### src/rtl/pb_op_controller_if.sv
// Button, operand and result bundle between the board-side driver and the pushbutton controller.
// master drives the raw buttons and operands; slave (the controller) drives the result side.
interface pb_op_controller_if #(
    parameter int WIDTH = 4
);
    logic             not_LEFT_pushbutton;
    logic             not_RIGHT_pushbutton;
    logic [WIDTH-1:0] A;
    logic [WIDTH-1:0] B;
    logic [WIDTH-1:0] result;
    logic             carry;
    logic             op_is_add;
    logic             result_valid;
    logic             busy;

    modport master (
        output not_LEFT_pushbutton,
        output not_RIGHT_pushbutton,
        output A,
        output B,
        input  result,
        input  carry,
        input  op_is_add,
        input  result_valid,
        input  busy
    );

    modport slave (
        input  not_LEFT_pushbutton,
        input  not_RIGHT_pushbutton,
        input  A,
        input  B,
        output result,
        output carry,
        output op_is_add,
        output result_valid,
        output busy
    );
endinterface

### src/rtl/pb_op_controller.sv
// Pushbutton front-end: sync + debounce two active-low buttons, resolve LEFT/RIGHT chords,
// run one AND (LEFT) or ADD (RIGHT wins) per press and hold the registered result.
//
// state   | meaning
// IDLE    | waiting for a press event
// CHORD   | LEFT pressed; fixed window in which a RIGHT press upgrades the op to ADD
// EXEC    | single cycle: sample A/B and load result/carry/op_is_add
// RELEASE | waiting for both debounced buttons to be released
module pb_op_controller #(
    parameter int WIDTH           = 4,
    parameter int DEBOUNCE_CYCLES = 16,
    parameter int CHORD_CYCLES    = 8
) (
    input logic             clk,
    input logic             reset,
    pb_op_controller_if.slave bus
);
    localparam int DW = $clog2(DEBOUNCE_CYCLES + 1);
    localparam int CW = $clog2(CHORD_CYCLES + 1);

    typedef enum logic [1:0] {
        IDLE    = 2'd0,
        CHORD   = 2'd1,
        EXEC    = 2'd2,
        RELEASE = 2'd3
    } state_t;

    // Bit 0 is LEFT, bit 1 is RIGHT throughout.
    logic [1:0]    raw;
    logic [1:0]    sync1;
    logic [1:0]    sync2;
    logic [1:0]    db;
    logic [1:0]    db_d;
    logic [1:0]    ev;
    logic [DW-1:0] db_cnt [2];

    state_t        state;
    state_t        state_next;
    logic          op_add;
    logic          op_add_next;
    logic [CW-1:0] chord_timer;
    logic [CW-1:0] chord_timer_next;
    logic          exec;

    logic [WIDTH-1:0] result_q;
    logic             carry_q;
    logic             op_is_add_q;
    logic             result_valid_q;
    logic [WIDTH:0]   sum;

    assign raw = {~bus.not_RIGHT_pushbutton, ~bus.not_LEFT_pushbutton};
    assign sum = {1'b0, bus.A} + {1'b0, bus.B};

    always_ff @(posedge clk) begin
        if (reset) begin
            sync1 <= '0;
            sync2 <= '0;
            db    <= '0;
            db_d  <= '0;
            ev    <= '0;
            for (int i = 0; i < 2; i++) begin
                db_cnt[i] <= '0;
            end
        end else begin
            sync1 <= raw;
            sync2 <= sync1;
            db_d  <= db;
            ev    <= db & ~db_d;
            for (int i = 0; i < 2; i++) begin
                if (sync2[i] != db[i]) begin
                    if (db_cnt[i] == DW'(DEBOUNCE_CYCLES - 1)) begin
                        db[i]     <= ~db[i];
                        db_cnt[i] <= '0;
                    end else begin
                        db_cnt[i] <= db_cnt[i] + DW'(1);
                    end
                end else begin
                    db_cnt[i] <= '0;
                end
            end
        end
    end

    always_comb begin
        state_next       = state;
        op_add_next      = op_add;
        chord_timer_next = chord_timer;
        exec             = 1'b0;
        case (state)
            IDLE: begin
                if (ev[1]) begin
                    state_next  = EXEC;
                    op_add_next = 1'b1;
                end else if (ev[0]) begin
                    state_next       = CHORD;
                    op_add_next      = 1'b0;
                    chord_timer_next = '0;
                end
            end
            CHORD: begin
                // A late RIGHT upgrades the op but never cuts the window short.
                if (ev[1]) begin
                    op_add_next = 1'b1;
                end
                if (chord_timer == CW'(CHORD_CYCLES - 1)) begin
                    state_next = EXEC;
                end else begin
                    chord_timer_next = chord_timer + CW'(1);
                end
            end
            EXEC: begin
                exec       = 1'b1;
                state_next = RELEASE;
            end
            RELEASE: begin
                if (db == 2'b00) begin
                    state_next = IDLE;
                end
            end
            default: state_next = IDLE;
        endcase
    end

    always_ff @(posedge clk) begin
        if (reset) begin
            state          <= IDLE;
            op_add         <= 1'b0;
            chord_timer    <= '0;
            result_q       <= '0;
            carry_q        <= 1'b0;
            op_is_add_q    <= 1'b0;
            result_valid_q <= 1'b0;
        end else begin
            state          <= state_next;
            op_add         <= op_add_next;
            chord_timer    <= chord_timer_next;
            result_valid_q <= exec;
            if (exec) begin
                result_q    <= op_add ? sum[WIDTH-1:0] : (bus.A & bus.B);
                carry_q     <= op_add & sum[WIDTH];
                op_is_add_q <= op_add;
            end
        end
    end

    assign bus.result       = result_q;
    assign bus.carry        = carry_q;
    assign bus.op_is_add    = op_is_add_q;
    assign bus.result_valid = result_valid_q;
    assign bus.busy         = (state != IDLE);
endmodule

### src/flat_wrapper.sv
// flat-port wrapper written by rule: the top's interface ports become plain ports
module pb_op_controller_flat 
#(
    parameter int WIDTH           = 4,
    parameter int DEBOUNCE_CYCLES = 16,
    parameter int CHORD_CYCLES    = 8
)
  (clk, reset, bus_not_LEFT_pushbutton, bus_not_RIGHT_pushbutton, bus_A, bus_B, bus_result, bus_carry, bus_op_is_add, bus_result_valid, bus_busy);
  pb_op_controller_if #(.WIDTH(WIDTH)) bus_i ();
  input logic clk;
  input logic reset;
  input wire logic [$bits(bus_i.not_LEFT_pushbutton)-1:0] bus_not_LEFT_pushbutton;
  input wire logic [$bits(bus_i.not_RIGHT_pushbutton)-1:0] bus_not_RIGHT_pushbutton;
  input wire logic [$bits(bus_i.A)-1:0] bus_A;
  input wire logic [$bits(bus_i.B)-1:0] bus_B;
  output wire logic [$bits(bus_i.result)-1:0] bus_result;
  output wire logic [$bits(bus_i.carry)-1:0] bus_carry;
  output wire logic [$bits(bus_i.op_is_add)-1:0] bus_op_is_add;
  output wire logic [$bits(bus_i.result_valid)-1:0] bus_result_valid;
  output wire logic [$bits(bus_i.busy)-1:0] bus_busy;
  assign bus_i.not_LEFT_pushbutton = bus_not_LEFT_pushbutton;
  assign bus_i.not_RIGHT_pushbutton = bus_not_RIGHT_pushbutton;
  assign bus_i.A = bus_A;
  assign bus_i.B = bus_B;
  assign bus_result = bus_i.result;
  assign bus_carry = bus_i.carry;
  assign bus_op_is_add = bus_i.op_is_add;
  assign bus_result_valid = bus_i.result_valid;
  assign bus_busy = bus_i.busy;
  pb_op_controller #(.WIDTH(WIDTH), .DEBOUNCE_CYCLES(DEBOUNCE_CYCLES), .CHORD_CYCLES(CHORD_CYCLES)) u_core (.clk(clk), .reset(reset), .bus(bus_i));
endmodule
### config.mk
export PLATFORM = sky130hd
export DESIGN_NAME = pb_op_controller_flat
export DESIGN_NICKNAME = d
export VERILOG_FILES = /design/src/rtl/pb_op_controller_if.sv /design/src/rtl/pb_op_controller.sv /design/src/flat_wrapper.sv
export SDC_FILE = /design/constraint.sdc
export NUM_CORES = 1
export LEC_CHECK = 0
export CAP_MARGIN = 25
export CORE_ASPECT_RATIO = 0.7
export CORE_MARGIN = 1
export CORE_UTILIZATION = 35
export CTS_BUF_LIST = sky130_fd_sc_hd__clkbuf_4 sky130_fd_sc_hd__clkbuf_8 sky130_fd_sc_hd__clkbuf_16
export CTS_CLUSTER_SIZE = 24
export DETAILED_ROUTE_END_ITERATION = 16
export PLACE_DENSITY = 0.54
export SETUP_SLACK_MARGIN = 0.05
export SYNTH_ARGS = -nofsm -noshare
export SYNTH_HDL_FRONTEND = slang
export SYNTH_SLANG_ARGS = --single-unit
### constraint.sdc
create_clock -name clk -period 3.2 [get_ports clk]
set_input_delay 0.48 -clock clk [delete_from_list [all_inputs] [get_ports clk]]
set_output_delay 0.48 -clock clk [all_outputs]
set_load 0.02 [all_outputs]
# Word level (Yosys, flattened, before mapping)
# Memory sizes are Yosys's and may differ from the RTL's.
# Cells that the tools add are included.
word_totals:
  ff_bits: 24
  latch_bits: 0
  ramBits: 10
  mem_bits_ro: 0
  out_inout_bits: 8
  word_cells: 101
  mem_count: 1
memory_table:
  columns: ["memory", "words", "word_bits", "read_ports", "rd_clocked_by_memory_dff", "write_ports", "line_no", "text"]
  rows:
  - ["u_core.db_cnt", 2, 5, 2, 0, 2, "pb_op_controller.sv:35", "logic [DW-1:0] db_cnt [2];"]
op_classes:
  n_addsub: 4
  n_mul: 0
  div_mod_pow: 0
  order_cmp: 0
  eq_ne: 15
  shifts: 0
  n_mux: 45
  bitwise: 14
  n_reduce_logical: 9
op_table:
  columns: ["op", "count"]
  rows:
  - ["2-to-1 mux 5 bit", 6]
  - ["2-to-1 mux 1 bit", 28]
  - ["2-to-1 mux 4 bit", 4]
  - ["adder 5 x 1 -> 5 bit (second input constant)", 2]
  - ["equality test 5 x 4 -> 1 bit (second input constant)", 2]
  - ["2-to-1 mux 2 bit", 4]
  - ["!= test 2 x 1 -> 1 bit (second input constant)", 4]
  - ["case mux 2 bit (4 select lines)", 1]
  - ["case mux 4 bit (2 select lines)", 1]
  - ["bitwise OR 1 bit", 6]
  - ["AND reduction 3 bit", 2]
  - ["adder 4 x 4 -> 5 bit", 1]
  - ["adder 4 x 1 -> 4 bit (second input constant)", 1]
  - ["AND 4 bit", 1]
  - ["equality test 2 bit (second input constant)", 2]
  - ["equality test 4 x 3 -> 1 bit (second input constant)", 1]
  - ["logical NOT 2 bit", 2]
  - ["!= test 2 bit (second input constant)", 2]
  - ["NOT 1 bit", 4]
  - ["AND reduction 2 bit", 2]
  - ["AND reduction 4 bit", 1]
  - ["nonzero test 2 bit", 2]
  - ["!= test 3 x 1 -> 1 bit (second input constant)", 1]
  - ["AND 2 bit", 1]
  - ["other kinds (5)", 6]

# Longest topological paths before layout
# Gate-level depths: netlist of run 1.
depth:
  ltp_word: 8
  ltp_mapped: 7
  depth_no_buf: 7

# Worst setup path after synthesis of run 1
# OpenSTA, ideal clock, no wires.
synth_timing:
  path_type: "flip-flop to flip-flop"
  from: "reg u_core.state[1]"
  to: "reg u_core.chord_timer[3]"
  arrival_time_ns: 1.579
  slack_ns: 1.551
  path_stages_with_launch: 7
  path_buffers: 0
  path_cell_list: "dfxtp_1 inv_1 ha_1 and4b_1 a211o_1 or3_1 a21oi_1"
synth_between:
  elab_chain_cells: 3
synth_rtl:
  columns: ["element", "line_no", "text"]
  rows:
  - ["start, declared", "pb_op_controller.sv:37", "state_t state;"]
  - ["start signal, assigned", "pb_op_controller.sv:134", "state <= state_next;"]
  - ["equality test 2 x 1 -> 1 bit / logical NOT 2 bit (equally long branches)", "pb_op_controller.sv:89", "case (state)"]
  - ["!= test 2 bit (no source line), or another cell as far along", null, null]
  - ["AND reduction 4 bit (no source line)", null, null]
  - ["end signal, assigned", "pb_op_controller.sv:136", "chord_timer <= chord_timer_next;"]
  - ["end, declared", "pb_op_controller.sv:41", "logic [CW-1:0] chord_timer;"]
# Several ways; a longest one is shown, not always the timed one.
# A chain may end at the register's enable or synchronous reset.

# Final worst setup path of run 1
layout_timing:
  from: "reg u_core.state[0]"
  to: "out bus_busy"
layout_between:
  elab_chain_cells: 1
layout_rtl:
  columns: ["element", "line_no", "text"]
  rows:
  - ["nonzero test 2 bit", "pb_op_controller.sv:150", "assign bus.busy = (state != IDLE);"]
  - ["end, declared", "flat_wrapper.sv:20", "output wire logic [$bits(bus_i.busy)-1:0] bus_busy;"]
# Every way passes these cells.

==> metrics.md, run 1 <==
| Metric | Value |
|---|---|
| Least-Margin Pin Slew | 565.1 ps |
| Worst hold path class | register to register |
| Synth cell count leaders | dfxtp_1 (24), nor2_1 (22), ha_1 (14), inv_1 (14), a21oi_1 (11) |
| Post-route DRC | 0 |
| Largest net degree at the start of global routing | 20 |
| I/O Buffers | 19 |
| Final worst slack | 967.6 ps |
| Top FF cell, synth | dfxtp_1 |
| CTS Buf Count | 5 |
| Setup bufs post-CTS | 0 |
| RSZ-0062 raised after global routing | false |
| Worst-Skew Late Latency | 280 ps |
| Finish-stage setup viols | 0 |
| Final Critical Period | 2232 ps |
| Area of the mapped netlist | 1610 sq um |
| Yosys reg bits | 34 |
| Period utilization | 69.76% |
| Slowest cell delay on critical path | 600 ps |
| Yosys top cell by area | dfxtp_1 |
| Clk sinks | 34 |
| Cells resized by post-CTS repair | 0 |
| H-Tree Depth | 2 |
| Register Area | 780.7 sq um |
| IO Pins | 20 |
| Die Span X | 83.07 microns |
| Final slew viol count | 0 |
| Avg WL per Cell | 11.05 microns |
| Number of flops mapped to enable cells by yosys | 10 |
| Multi-input logic area | 799.5 sq um |
| Hold violation total from the final report | 0 |
| Initial antenna violation count | 0 |
| Max Fclk | 0.4479 GHz |
| Share of layout cells above drive strength 1 | 5.128% |
| CP dominant cell by count | inv_1 |
| Register area share after synthesis | 48.48% |
| Clk buf depth | 2 |
| CP delay by family, top | buffers and inverters |
| Worst Skew | 3.907 ps |
| Starting Density | 36.77% |
| # fillers | 433 |
| Leakage | 0.7938 nW |
| Max Fanout on Critical Path | 6 |
| Most common cell in the synthesized netlist | dfxtp_1 |
| Vias per inst | 4.672 |
| Iteration-0 DRC Markers | 25 |
| Synth Instances | 161 |
| Ys async rst share | 0% |
| Synthesized area per cell | 10.00 sq um |
| Setup TNS | 0 ps |
| CTS Root Cell | clkbuf_8 |
| Final wirelength | 2763 microns |
| CP max stage cell | clkdlybuf4s50_1 |
| Via count of the first global-routing pass | 1182 |
| Detailed Place HPWL | 2026 microns |
| Worst path required time | 2720 ps |
| ANT nets after route | 0 |
| Status | finished, final reports clean |
| Share of Yosys cell area claimed by the top area cell type | 29.84% |
| CP Launch Type | register |
| Placer Congestion | 0.7120 |
| Critical Path AT | 1750 ps |
| CP Class | register to primary output |
| Slew margin rel. | 61.83% |
| Post-placement worst setup slack | 1012 ps |
| First-pass GRT wire length | 5016 microns |
| Die Ht | 58.75 microns |
| CTS tree | yes |
| Pre-antenna DRT Iters | 4 |
| Core Region | 4379 sq um |
| Top post-synthesis cells by area | dfxtp_1 (30%), edfxtp_1 (19%), ha_1 (11%) |
| Gr ovfl total | 0 |
| Hold_buf cts | 0 |
| Clk slew on worst S/H paths | 70 ps |
| Diodes inserted | 0 |
| Area Growth Syn to Fin | 24.01% |
| Max IR drop VDD | 0.2680 mV |
| Synth cell types | 33 |
| Max-cap violations | 0 |
| DR vias | 1168 |
| Final #Nets | 221 |
| Endpoint class of the critical path | primary output |
| GR Util All Layers | 13.09% |
| Die area | 4880 sq um |
| CP Buf/Inv Count | 3 |
| Placement row count | 20 |
| Yosys warns | 0 |
| Crit-path cells | inv_1 > ha_1 > inv_1 > clkdlybuf4s50_1 |
| Cell Pwr Density | 554.6 nW/um^2 |
[cell type report]
class	count	share of cell area, %
Sequential cell	34	39.10
Multi-Input combinational cell	119	40.04
Tap cell	55	3.446
Clock buffer	8	4.887
Timing Repair Buffer	20	9.900
Inverter	14	2.632
[path summary, 6_finish.rpt]
check | depth (start not counted) | from | to | slack, ps
worst min-delay path | 1 | u_core.db_d[1] | u_core.ev[1] | 390
worst max-delay path | 4 | u_core.state[0] | bus_busy | 970
worst max register to register | 6 | u_core.state[1] | u_core.chord_timer[3] | 1400
worst min register to register | 1 | u_core.db_d[1] | u_core.ev[1] | 390
[sequential cells by signal (all words and copies together) (netlist names), 2 cells and up]
signal              flops
u_core.sync1            2
u_core.bus.result       4
u_core.db               2
u_core.db_d             2
u_core.sync2            2
u_core.state            2
u_core.db_cnt          10
u_core.chord_timer      4
u_core.ev               2
[layout by cell type (no fill, tap or decap), drive strengths merged]
cell type / count
nand2: 4
nand3: 3
edfxtp: 10
conb: 10
clkdlybuf4s50: 19
o21a: 2
or3: 5
ha: 14
inv: 14
o41ai: 1
o211ai: 1
and3: 2
nor2b: 10
a211o: 1
nor3: 1
nor3b: 1
a21oi: 11
nand2b: 3
fa: 1
and4b: 1
nor2: 22
o21ai: 3
xor2: 2
nand4b: 1
xnor2: 4
dfxtp: 24
a31oi: 2
nand4: 2
mux2i: 5
clkbuf: 8
a211oi: 5
a21o: 1
buf: 1
nand3b: 1
[per-layer routing]
layer / vias up / wire length (microns) / global-route usage [%]
li1: 612 / - / -
met1: 530 / 1450 / 16.23
met2: 24 / 1168 / 21.90
met3: 2 / 128 / 4.208
met4: 0 / 15 / 4.433
met5: - / 0 / 0
[cell families after synthesis]
logic type / count (synthesis) / synth area share, %
and+or+nand+nor: 56 / 18.41
DFF: 34 / 48.48
AOI/OAI and AO/OA: 27 / 10.41
buffers and inverters: 17 / 3.963
adders and majority gates: 15 / 12.12
xor gates and xnor gates: 6 / 3.263
muxes: 5 / 3.108
other: 1 / 0.2329
[report_power, final]
part | switching [mW] | internal, mW | total, mW
combinational | 0.150 | 0.124 | 0.274
clock | 0.145 | 0.192 | 0.338
sequential | 0.0212 | 0.475 | 0.496
[metrics by stage]
stage | hold slack (ps) | cells | area (sq um) | util [%] | total power, mW
4_1_cts | 388.2 | 250 | 1997 | 45.60 | 1.129
3_3_place_gp | 374.8 | 242 | 1899 | 43.37 | 0.7725
2_1_floorplan | 367.4 | 170 | 1644 | - | 0.6879
3_5_place_dp | 378.1 | 242 | 1899 | 43.37 | 0.7810
6_report | 385.3 | 250 | 1997 | 45.60 | 1.108
5_1_grt | 399.6 | 250 | 1997 | 45.60 | 1.178
Power figures use the tool's default switching activity.
==> run 2: changes to the inputs <==
Clock period 3.2 ns to 2.35 ns, I/O delays scaled along.
==> run 2 against run 1 <==
  * Clock skew about the same
  * Setup slack got worse by 750 ps
  * Combinational power up 38%
  * Critical endpoint unchanged
  * Largest cell class unchanged
  * Largest power group unchanged
==> metrics.md, run 2 (same netlist as run 1, synthesis figures left out) <==
| Metric | Value |
|---|---|
| Die Span X | 83.07 microns (unchanged) |
| Detailed Place HPWL | 2088 microns (+3.1%) |
| Final slew viol count | 0 (unchanged) |
| Hold_buf cts | 0 (unchanged) |
| Max Fanout on Critical Path | 6 (unchanged) |
| Gr ovfl total | 0 (unchanged) |
| Worst Skew | 3.482 ps (-0.4245 ps) |
| Worst hold path class | register to register |
| Share of layout cells above drive strength 1 | 5.612% (+0.48 points) |
| DP Area | 1907 sq um (+0.40%) |
| Core Region | 4379 sq um (unchanged) |
| Avg WL per Cell | 11.18 microns (+1.1%) |
| # fillers | 419 (-3.2%) |
| Max Fclk | 0.4696 GHz |
| Clock power share | 33.2% (+2.7 points) |
| IO Pins | 20 (unchanged) |
| CP Launch Type | register |
| Diodes inserted | 0 (unchanged) |
| CP dominant cell by count | inv_1 |
| Slew margin rel. | 63.87% (+2.0 points) |
| CTS Buf Count | 5 (unchanged) |
| Endpoint class of the critical path | primary output |
| Iteration-0 DRC Markers | 37 (+48%) |
| Register Area | 780.7 sq um (unchanged) |
| Max IR drop VDD | 0.3797 mV (+42%) |
| Initial antenna violation count | 0 (unchanged) |
| Cell Pwr Density | 783.0 nW/um^2 (+41%) |
| Worst-Skew Late Latency | 280 ps (about the same) |
| Least-Margin Pin Slew | 534.9 ps (-30.23 ps) |
| Final #Nets | 222 (+0.45%) |
| PnR Total Power | 1.578 mW (+43%) |
| Finished Cell Area | 2016 sq um (+0.94%) |
| RSZ-0062 raised after global routing | false |
| Largest net degree at the start of global routing | 16 (-20%) |
| CP Class | register to primary output |
| First-pass GRT wire length | 4905 microns (-2.2%) |
| Finish-stage setup viols | 0 (unchanged) |
| H-Tree Depth | 2 (unchanged) |
| Die area | 4880 sq um (unchanged) |
| Setup bufs post-CTS | 0 (unchanged) |
| Clk buf depth | 2 (unchanged) |
| Placement row count | 20 (unchanged) |
| Area Growth Syn to Fin | 25.17% |
| Setup TNS | 0 ps (unchanged) |
| CP delay by family, top | buffers and inverters |
| Status | finished, final reports clean |
| Max-cap violations | 0 (unchanged) |
| Cells resized by post-CTS repair | 0 (unchanged) |
| Commonest non-fill, non-tap cell in the layout | dfxtp_1 |
| Most frequent cells in the layout | dfxtp_1 (24), nor2_1 (22), clkdlybuf4s50_1 (19) |
| CTS tree | yes |
| GR Util All Layers | 12.95% (-0.14 points) |
| Final wirelength | 2805 microns (+1.5%) |
| Core Util, Final | 46.03% (+0.43 points) |
| CTS Root Cell | clkbuf_8 |
| Period utilization | 90.61% |
| Largest register FFs | 10 (unchanged) |
| Multi-input logic area | 799.5 sq um (unchanged) |
| Pre-antenna DRT Iters | 4 (unchanged) |
| ANT nets after route | 0 (unchanged) |
| Final Critical Period | 2129 ps |
| Slowest cell delay on critical path | 610 ps (about the same) |
| Worst path required time | 2000 ps (-720 ps) |
| Starting Density | 36.77% (unchanged) |
| Die Ht | 58.75 microns (unchanged) |
| Top reg by flops | u_core.db_cnt |
| Crit-path cells | inv_1 > ha_1 > inv_1 > clkdlybuf4s50_1 |
| Post-route DRC | 0 (unchanged) |
| Sequential share of power | 42.9% (-1.9 points) |
| Placer Congestion | 0.7303 (+2.6%) |
| P_sw | 0.4466 mW (+41%) |
| Clk sinks | 34 (unchanged) |
| CP Buf/Inv Count | 3 (unchanged) |
| Hold violation total from the final report | 0 (unchanged) |
| Switch share | 28.30% (-0.26 points) |
| Power Internal | 1.132 mW (+43%) |
| Leakage | 0.8047 nW (+1.4%) |
| Clk slew on worst S/H paths | 70 ps (about the same) |
| DR vias | 1158 (-0.86%) |
| Via count of the first global-routing pass | 1169 (-1.1%) |
| CP max stage cell | clkdlybuf4s50_1 |
| Critical Path AT | 1780 ps (+30 ps) |
| I/O Buffers | 19 (unchanged) |
| Combinational power share | 24.0% (-0.7 points) |
| Vias per inst | 4.614 (-1.3%) |
-- run 2: cell types whose count changed in the layout (fill, tap and decap cells not counted) --
cell / previous run / this run
clkinv_2: 0 / 2
bufinv_16: 0 / 1
buf_4: 1 / 2
clkbuf_4: 2 / 0
clkbuf_8: 6 / 5
-- run 2: final cells by class --
class | instances | share of cell area (%)
inverters | 14 | 2.607
clock inverters | 3 | 1.986
well taps | 55 | 3.414
repair buffers | 21 | 10.18
flip-flops and latches | 34 | 38.73
multi-input cells | 119 | 39.66
clock buffers | 5 | 3.414
-- run 2: worst paths after layout --
path / from / endpoint / cells past startpoint / slack, ps
setup / recovery: u_core.state[0] / bus_busy / 4 / 220
hold / removal: u_core.db_d[1] / u_core.ev[1] / 1 / 380
setup reg to reg: u_core.db_cnt[1][0] / u_core.db_cnt[1][3] / 5 / 530
hold reg to reg: u_core.db_d[1] / u_core.ev[1] / 1 / 380
-- run 2: through the flow --
step	cells	setup WS, ps	hold slack [ps]
global placement	243	316.9	376.3
detailed placement	243	278.0	380.6
CTS	251	215.2	386.9
global route	251	122.7	396.6
finish	251	220.6	381.8
floorplan	170	701.4	367.4
-- run 2: power by group through the flow --
| stage | sequential (mW) | clock [mW] | combinational, mW |
|---|---|---|---|
| 2_1_floorplan | 0.704 | 0 | 0.232 |
| 3_3_place_gp | 0.687 | 0 | 0.370 |
| 3_5_place_dp | 0.688 | 0 | 0.378 |
| 4_1_cts | 0.676 | 0.541 | 0.381 |
| 5_1_grt | 0.681 | 0.562 | 0.427 |
| 6_report | 0.677 | 0.523 | 0.378 |
-- run 2: per-layer routing --
layer / global-route usage (%) / part of all wire (%) / vias up
met5: 0 / 0 / -
met4: 5.172 / 0.36 / 0
met3: 4.769 / 4.2 / 2
met2: 19.79 / 42 / 17
met1: 16.80 / 54 / 526
li1: - / - / 613
==> run 3: changes to the inputs <==
Settings changed: CORE_ASPECT_RATIO 0.7 to default, DONT_BUFFER_PORTS from default to 1, HOLD_SLACK_MARGIN from default to 0.06, PLACE_DENSITY 0.54 to 0.48.
==> run 3 against run 2 <==
  * Utilization is 5.1 points lower
  * Power decreased by 9.8%
  * Clock power fell by 14%
  * Global-route usage is 0.35 points higher
  * Critical path depth is 2 higher
  * First-iteration DRC count is 46% lower
  * Clock skew fell by 0.74 ps
  * Cell count fell by 9.6%
  * Fmax increased by 16%
  * Critical path type is now register to register
  * Largest cell class unchanged
==> metrics.md, run 3 (same netlist as run 1, synthesis figures left out) <==
| Metric | Value |
|---|---|
| Final #Nets | 201 (-9.5%) |
| Status | finished, final reports clean |
| Max-cap violations | 0 (unchanged) |
| PnR Total Power | 1.424 mW (-9.8%) |
| Worst Skew | 2.741 ps (-0.7409 ps) |
| Finish-stage setup viols | 0 (unchanged) |
| ANT nets after route | 0 (unchanged) |
| Leakage | 0.7131 nW (-11%) |
| Avg WL per Cell | 12.43 microns (+11%) |
| First-pass GRT wire length | 5050 microns (+3.0%) |
| Slowest cell delay on critical path | 390 ps (-220 ps) |
| Register-to-Register Setup Slack | 510 ps (-20 ps) |
| Period utilization | 78.38% (-12 points) |
| RSZ-0062 raised after global routing | false |
| Post-placement worst setup slack | 533.5 ps (+255.5 ps) |
| Die Ht | 69.83 microns (+19%) |
| Diodes inserted | 0 (unchanged) |
| Clk sinks | 34 (unchanged) |
| CTS Buf Count | 5 (unchanged) |
| Post-Place Cells | 219 (-9.9%) |
| Post-route DRC | 0 (unchanged) |
| Max Fanout on Critical Path | 7 (+1) |
| Cells resized by post-CTS repair | 0 (unchanged) |
| Top reg by flops | u_core.db_cnt |
| Least-Margin Pin Slew | 624.5 ps (+89.64 ps) |
| DR vias | 1131 (-2.3%) |
| Pre-antenna DRT Iters | 4 (unchanged) |
| Final slew viol count | 0 (unchanged) |
| Slew margin rel. | 57.82% (-6.1 points) |
| Core Util, Final | 40.90% (-5.1 points) |
| Worst path required time | 2570 ps (+570 ps) |
| Iteration-0 DRC Markers | 20 (-46%) |
| Detailed Place HPWL | 2069 microns (-0.91%) |
| IO Pins | 20 (unchanged) |
| Gr ovfl total | 0 (unchanged) |
| Final Critical Period | 1842 ps (-287.3 ps) |
| Critical path capture point | u_core.chord_timer[3] |
| Initial antenna violation count | 0 (unchanged) |
| Worst r2r src | u_core.state[1] |
| Finished Cell Area | 1793 sq um (-11%) |
| Most frequent cells in the layout | dfxtp_1 (24), nor2_1 (22), inv_1 (14), ha_1 (14), a21oi_1 (11) |
| Starting Density | 36.73% (-0.042 points) |
| Hold violation total from the final report | 0 (unchanged) |
| Register Area | 780.7 sq um (unchanged) |
| Share of layout cells above drive strength 1 | 5.143% (-0.47 points) |
| Cell Pwr Density | 794.4 nW/um^2 (+1.5%) |
| CP startpoint | u_core.state[1] |
| Multi-input logic area | 799.5 sq um (unchanged) |
| Setup TNS | 0 ps (unchanged) |
| Core Region | 4384 sq um (+0.11%) |
| Setup bufs post-CTS | 0 (unchanged) |
| CP max stage cell | dfxtp_1 |
| Cell count of the worst reg-to-reg path | 6 (+1) |
| Die area | 4876 sq um (about the same) |
| Reg2reg end | u_core.chord_timer[3] |
| CTS Root Cell | clkbuf_8 |
| GR Util All Layers | 13.29% (+0.35 points) |
| I/O Buffers | 0 (-19) |
| Largest net degree at the start of global routing | 23 (+7) |
| CTS tree | yes |
| Placer Congestion | 0.7559 (+3.5%) |
| Max IR drop VDD | 0.2994 mV (-21%) |
| Worst hold margin | 123.6 ps (-258.2 ps) |
| Endpoint class of the critical path | register |
| Largest register FFs | 10 (unchanged) |
| Max Fclk | 0.5429 GHz (+16%) |
| Worst hold path class | primary input to register |
| Hold_buf cts | 0 (unchanged) |
| DP Area | 1698 sq um (-11%) |
| Crit-path cells | inv_1 > ha_1 > and4b_1 > a211o_1 > or3_1 > a21oi_1 |
| Critical Path AT | 2060 ps (+280 ps) |
| H-Tree Depth | 2 (unchanged) |
| Clk buf depth | 2 (unchanged) |
| Final worst slack | 508.0 ps (+287.3 ps) |
| Via count of the first global-routing pass | 1138 (-2.7%) |
| Area Growth Syn to Fin | 11.34% |
| CP Class | register to register |
| Commonest non-fill, non-tap cell in the layout | dfxtp_1 |
| Die Span X | 69.83 microns (-16%) |
| Clk slew on worst S/H paths | 70 ps (about the same) |
| Vias per inst | 4.982 (+8.0%) |
| CP Launch Type | register |
| # fillers | 443 (+5.7%) |
| Placement row count | 24 (+20%) |
| Worst-Skew Late Latency | 280 ps (about the same) |
| Finished Layout Cells | 227 (-9.6%) |
| Final wirelength | 2822 microns (+0.61%) |
run 3: worst max-delay path: cells and delay by family (launching register included):
family / cells / cell delay (ps)
adder cells (fa/ha/maj): 1 / 270
flip-flops: 1 / 390
AO/OA/AOI/OAI: 2 / 430
buffers and inverters: 1 / 100
AND/OR/NAND/NOR: 2 / 590
run 3: routing by layer:
metal,track usage [%],vias to the layer above,routed length [microns]
li1,-,565,-
met1,15.92,546,1271
met2,21.47,15,1369
met3,4.942,5,124
met4,5.333,0,57
met5,0,-,0
run 3: where the power goes:
group / leakage [nW] / switching, mW / internal, mW
combinational: 0.368 / 0.166 / 0.109
clock: 0.0472 / 0.213 / 0.235
sequential: 0.298 / 0.0543 / 0.646
run 3: worst min-delay path by stage:
stage | startpoint | to | slack (ps) | cells past startpoint
after floorplan | u_core.db_d[0] | u_core.ev[0] | 370 | 1
after global placement | u_core.db_d[1] | u_core.ev[1] | 380 | 1
after detailed placement | u_core.db_d[1] | u_core.ev[1] | 380 | 1
after CTS | bus_not_LEFT_pushbutton | u_core.sync1[0] | 110 | 1
after global routing | bus_not_RIGHT_pushbutton | u_core.sync1[1] | 110 | 1
final | bus_not_LEFT_pushbutton | u_core.sync1[0] | 120 | 1
run 3: layout make-up:
type	instances	area share, %
Clock inverter	2	0.6978
Multi-Input combinational cell	119	44.59
Clock buffer	6	4.606
Tap cell	52	3.629
Sequential cell	34	43.55
Inverter	14	2.931
